$ cat src/rtl/pwm_pkg.sv
// Shared constants for the multi-channel PWM: counting modes and counter direction.
package pwm_pkg;

    localparam logic MODE_EDGE   = 1'b0;
    localparam logic MODE_CENTER = 1'b1;

    typedef enum logic {
        DIR_UP   = 1'b0,
        DIR_DOWN = 1'b1
    } dir_e;

endpackage

$ cat src/rtl/pwm_timebase.sv
// Common PWM timebase: prescaler, sawtooth/triangle period counter, tick and period-boundary strobes.
module pwm_timebase
    import pwm_pkg::*;
#(
    parameter int WIDTH     = 8,
    parameter int PRE_WIDTH = 8
) (
    input  logic                 clk,
    input  logic                 rst_n,
    input  logic                 en_i,
    input  logic                 mode_i,
    input  logic [PRE_WIDTH-1:0] prescale_i,
    input  logic [WIDTH-1:0]     period_i,
    output logic [WIDTH-1:0]     count_o,
    output logic                 tick_o,
    output logic                 boundary_o
);

    logic [PRE_WIDTH-1:0] pcnt_q, pcnt_d;
    logic [WIDTH-1:0]     cnt_q, cnt_d;
    dir_e                 dir_q, dir_d;
    logic                 tick;
    logic                 boundary;

    // A boundary is the tick on which the counter returns to 0 and a new period begins.
    always_comb begin
        tick     = (pcnt_q == prescale_i);
        pcnt_d   = tick ? '0 : pcnt_q + 1'b1;
        cnt_d    = cnt_q;
        dir_d    = dir_q;
        boundary = 1'b0;
        if (tick) begin
            if (mode_i == MODE_EDGE) begin
                dir_d = DIR_UP;
                if (cnt_q == period_i) begin
                    cnt_d    = '0;
                    boundary = 1'b1;
                end else begin
                    cnt_d = cnt_q + 1'b1;
                end
            end else if (period_i == '0) begin
                cnt_d    = '0;
                dir_d    = DIR_UP;
                boundary = 1'b1;
            end else if (dir_q == DIR_UP) begin
                if (cnt_q == period_i) begin
                    cnt_d = cnt_q - 1'b1;
                    // With P = 1 the turn-around step already lands on 0.
                    if (cnt_q == WIDTH'(1)) begin
                        boundary = 1'b1;
                    end else begin
                        dir_d = DIR_DOWN;
                    end
                end else begin
                    cnt_d = cnt_q + 1'b1;
                end
            end else begin
                cnt_d = cnt_q - 1'b1;
                if (cnt_q == WIDTH'(1)) begin
                    dir_d    = DIR_UP;
                    boundary = 1'b1;
                end
            end
        end
    end

    always_ff @(posedge clk) begin
        if (!rst_n || !en_i) begin
            pcnt_q <= '0;
            cnt_q  <= '0;
            dir_q  <= DIR_UP;
        end else begin
            pcnt_q <= pcnt_d;
            cnt_q  <= cnt_d;
            dir_q  <= dir_d;
        end
    end

    assign count_o    = cnt_q;
    assign tick_o     = en_i & tick;
    assign boundary_o = en_i & boundary;

endmodule

$ cat src/rtl/pwm_multi.sv
// Multi-channel PWM with shadowed period/prescale/mode/duty and a period sync pulse.
// Optional per-channel output polarity is enabled with PWM_POLARITY_EN.
module pwm_multi
    import pwm_pkg::*;
#(
    parameter int WIDTH     = 8,
    parameter int CHANNELS  = 4,
    parameter int PRE_WIDTH = 8
) (
    input  logic                      clk,
    input  logic                      rst_n,
    input  logic                      en,
    input  logic                      mode,
    input  logic [PRE_WIDTH-1:0]      prescale,
    input  logic [WIDTH-1:0]          period,
    input  logic [CHANNELS*WIDTH-1:0] duty,
`ifdef PWM_POLARITY_EN
    input  logic [CHANNELS-1:0]       pol,
`endif
    output logic [CHANNELS-1:0]       out,
    output logic                      sync
);

    logic                      modeSh_q;
    logic [PRE_WIDTH-1:0]      prescaleSh_q;
    logic [WIDTH-1:0]          periodSh_q;
    logic [CHANNELS*WIDTH-1:0] dutySh_q;
    logic                      first_q;
    logic                      sync_q;
    logic [WIDTH-1:0]          count;
    logic                      tick;
    logic                      boundary;
    logic                      periodEnd;
    logic                      loadShadow;
    logic [CHANNELS-1:0]       polRun;
    logic [CHANNELS-1:0]       polIdle;

    pwm_timebase #(
        .WIDTH     (WIDTH),
        .PRE_WIDTH (PRE_WIDTH)
    ) u_timebase (
        .clk        (clk),
        .rst_n      (rst_n),
        .en_i       (en),
        .mode_i     (modeSh_q),
        .prescale_i (prescaleSh_q),
        .period_i   (periodSh_q),
        .count_o    (count),
        .tick_o     (tick),
        .boundary_o (boundary)
    );

    assign periodEnd  = tick & boundary;
    assign loadShadow = !en || periodEnd;

    // Shadows are transparent while disabled and otherwise only follow the inputs at a period boundary.
    always_ff @(posedge clk) begin
        if (!rst_n) begin
            modeSh_q     <= MODE_EDGE;
            prescaleSh_q <= '0;
            periodSh_q   <= '0;
            dutySh_q     <= '0;
        end else if (loadShadow) begin
            modeSh_q     <= mode;
            prescaleSh_q <= prescale;
            periodSh_q   <= period;
            dutySh_q     <= duty;
        end
    end

`ifdef PWM_POLARITY_EN
    logic [CHANNELS-1:0] polSh_q;

    always_ff @(posedge clk) begin
        if (!rst_n) begin
            polSh_q <= '0;
        end else if (loadShadow) begin
            polSh_q <= pol;
        end
    end

    assign polRun  = polSh_q;
    assign polIdle = pol;
`else
    assign polRun  = '0;
    assign polIdle = '0;
`endif

    // first_q marks the first clk of the counter-0 state, including the first period after enable or reset.
    always_ff @(posedge clk) begin
        if (!rst_n) begin
            first_q <= 1'b1;
            sync_q  <= 1'b0;
        end else begin
            first_q <= !en || periodEnd;
            sync_q  <= en && first_q;
        end
    end

    assign sync = sync_q;

    for (genvar i = 0; i < CHANNELS; i++) begin : g_chan
        logic chan_q;

        always_ff @(posedge clk) begin
            if (!rst_n) begin
                chan_q <= 1'b0;
            end else if (!en) begin
                chan_q <= polIdle[i];
            end else begin
                chan_q <= (dutySh_q[i*WIDTH +: WIDTH] > count) ^ polRun[i];
            end
        end

        assign out[i] = chan_q;
    end

endmodule

$ cat config.mk
export PLATFORM = sky130hd
export DESIGN_NAME = pwm_multi
export DESIGN_NICKNAME = d
export VERILOG_FILES = /design/src/rtl/pwm_pkg.sv /design/src/rtl/pwm_timebase.sv /design/src/rtl/pwm_multi.sv
export SDC_FILE = /design/constraint.sdc
export NUM_CORES = 1
export LEC_CHECK = 0
export BUFFER_PORTS_ARGS = -buffer_cell sky130_fd_sc_hd__buf_2
export CORE_MARGIN = 2
export CORE_UTILIZATION = 52
export DETAILED_ROUTE_END_ITERATION = 7
export PLACE_DENSITY = 0.73
export RECOVER_POWER = 50
export SYNTH_ARGS = -nofsm -noshare
export SYNTH_HDL_FRONTEND = slang
export SYNTH_SLANG_ARGS = --single-unit
$ cat constraint.sdc
create_clock -name clk -period 2.2 [get_ports clk]
set_clock_uncertainty 0.1 [all_clocks]
set_input_delay 0.66 -clock clk [delete_from_list [all_inputs] [get_ports clk]]
set_output_delay 0.66 -clock clk [all_outputs]
set_load 0.01 [all_outputs]
==> metrics <==
synthesized cell area=4060 µm²; Rows=32; multiplexer area fraction after synthesis=12.1%; antenna violations before repair=0; Remaining DRCs=0; vias in the first global route=3190; warnings from Yosys=0; I/O Pins=57; WL/cell=15.3 µm; CTS Hold Bufs=0; CTS Root Cell=clkbuf_8; Synth async-reset ratio=0%; grt met2 use=35.0%; critical path, cell by cell=or4_4 > o21bai_1 > a22oi_2 > o31a_4 > buf_12 > mux2i_2; final max-slew violation count=0; Syn Area/Cell=8.95 µm²; critical path buffer and inverter count=1; CP top delay family=compound AO/OA/AOI/OAI gates; Worst-path clk slew=80 ps; clock buffer depth=2; Mapped Cells=454; remaining global-route overflow=0; layout cells sized above 1=19.8%; Area Overhead vs Synth=19.4%; most common cell in the netlist=nand2_1; final worst path period share=99.4%; Register Area=1440 µm²; Netlist cell types=44; initial core utilization=53.1%; Top FF cell, synth=dfxtp_1; CP max stage delay=580 ps; WL final=9.52 mm; post-synth top area share=35.5%; Tightest Pin Transition=956 ps; met1 usage=28.8%; initial DRC count=255; Lkg Pwr=2.27 nW; DR vias=3323; GP Congestion=0.864; final setup violation count=0; Port Buffers=56; pin count of the biggest net entering global routing=55; ant diodes=0; final hold vios=0; slowest cell on the critical path=or4_4; Overall Power=3.48 mW; max_slew headroom=36.3%; Commonest cells post-synth=111 x nand2_1, 72 x dfxtp_1, 49 x mux2i_1, 36 x ha_1, 20 x xor2_1; register bit total from synthesis=72; HP Class=reg -> reg; final antenna-violating net count=0; register area share after synthesis=35.5%; multi-input combinational cell area=2450 µm²; Max Cap Viol=0; Sink Count=72; die area=8530 µm²; CP Class=reg -> reg; GRT busiest layer=met2; Critical Path RT=2340 ps; Synth Area in Compound Gates=10.1%; Clock Latency Late Sink=350 ps; fraction of synthesized cell area in xor and xnor cells=5.82%; Power Dens Cells=717 nW/µm²; hpwl dp=6.17 mm; Overall Global Routing Usage=21.6%; post-synth net total=542; status=complete, no violations; Setup crit start kind=flop; Clock H-tree levels=3; die extent in y=92.4 µm; met3 Use GR=3.74%; Final min period=2190 ps; VDD IR-drop max=0.000385 V; FMAX=457 MHz; main area contributors after synthesis=dfxtp_1 35%, mux2i_1 12%, ha_1 11%; Sum Neg Setup Slack=0 ps; EDFF count, synth=0; unrepaired setup endpoints after global routing=yes; Simple-Gate Fraction of Synth Area=20.0%; Die Wd=92.4 µm; main combinational cell family by area after synthesis=simple AND/OR/NAND/NOR gates; total CTS buffers=9; Crit Path Max Fanout=5; kind of end point of the critical path=flop; Adder-Cell Fraction of Synth Area=11.1%; CTS tree=built; crit path DAT=2330 ps; fin nets=603; Layout fillers=656; Core Area=7650 µm²; top cell type by total area after synthesis=dfxtp_1; TritonRoute pass-1 iters=4; DR vias/cell=5.34; Core Util, Final=63.4%; first-pass GRT wire length=14.8 mm
## sequential cells by signal, summed over array words and instances, names as in the netlist
| signal | count |
|---|---|
| dutySh_q | 32 |
| periodSh_q | 8 |
| prescaleSh_q | 8 |
| u_timebase.count_o | 8 |
| u_timebase.pcnt_q | 8 |
| g_chan.chan_q | 4 |
| first_q | 1 |
| modeSh_q | 1 |
| sync | 1 |
| u_timebase.dir_q | 1 |
## power by group
group | internal, mW | total [mW] | switching [mW]
combinational | 0.345 | 0.712 | 0.367
sequential | 1.39 | 1.45 | 0.0588
clock | 0.769 | 1.32 | 0.551
total | 2.50 | 3.48 | 0.976
## through the flow
step	setup WS (ps)	cells	hold WS (ps)	area [µm²]
2_1_floorplan	204	454	329	4060
3_3_place_gp	86.7	597	334	4400
3_5_place_dp	34.8	597	347	4400
4_1_cts	30.1	613	359	4650
5_1_grt	-36.6	622	378	4850
6_report	12.4	622	355	4850
## worst paths after layout
| path | slack [ps] | cells past startpoint | startpoint | endpoint |
|---|---|---|---|---|
| max reg2reg | 10 | 6 | periodSh_q[3] | dutySh_q[8] |
| min reg2reg | 360 | 1 | first_q | sync |
| max | 10 | 6 | periodSh_q[3] | dutySh_q[8] |
| min | 360 | 1 | first_q | sync |
## cell usage in the layout (no fill, tap or decap), types with 3 or more instances in the layout
| cell | n |
|---|---|
| nand2_1 | 111 |
| dfxtp_1 | 71 |
| buf_2 | 51 |
| mux2i_1 | 48 |
| ha_1 | 36 |
| xor2_1 | 20 |
| nor2_1 | 19 |
| a21oi_1 | 11 |
| buf_4 | 10 |
| inv_1 | 9 |
| a21o_1 | 9 |
| clkbuf_8 | 9 |
| and4_1 | 8 |
| o21a_1 | 8 |
| nand3_1 | 7 |
| xnor2_1 | 7 |
| nor2b_1 | 5 |
| a32oi_1 | 5 |
| clkbuf_1 | 5 |
| inv_2 | 4 |
| o21ai_1 | 4 |
| a221oi_1 | 4 |
| o32ai_1 | 4 |
| clkbuf_16 | 4 |
| or4_4 | 3 |
| and3_1 | 3 |
| bufinv_16 | 3 |
| buf_6 | 3 |
## worst register-to-register path, cell delays in order, from the launching register on
cell and delay (ps):
dfxtp_1 340, or4_4 580, o21bai_1 190, a22oi_2 110, o31a_4 440, buf_12 170
mux2i_2 150
## cells by family after synthesis
logic type | Yosys count
AOI/OAI and AO/OA | 58
muxes | 49
adders and majority gates | 36
and+or+nand+nor | 172
DFF | 72
xor gates and xnor gates | 27
buffers and inverters | 40
## repair_timing
action,4_1_cts,5_1_grt
setup endpoints to repair,0,49
setup buffers,0,1
gates resized for setup,0,11
## per-layer routing
| layer | vias up | routed length [µm] |
|---|---|---|
| met3 | 18 | 627 |
| met1 | 1505 | 4260 |
| li1 | 1699 | - |
| met2 | 101 | 4440 |
| met4 | 0 | 194 |
| met5 | - | 0 |
## final cells by class
type / count / share of cell area [%]
sequential: 72 / 29.7
clock inverter: 7 / 2.61
multi-input combinational: 343 / 50.6
timing repair buffer: 76 / 10.9
clock buffer: 9 / 2.55
tap: 102 / 2.63
inverter: 13 / 1.01
(Power assumes the default switching activity.)
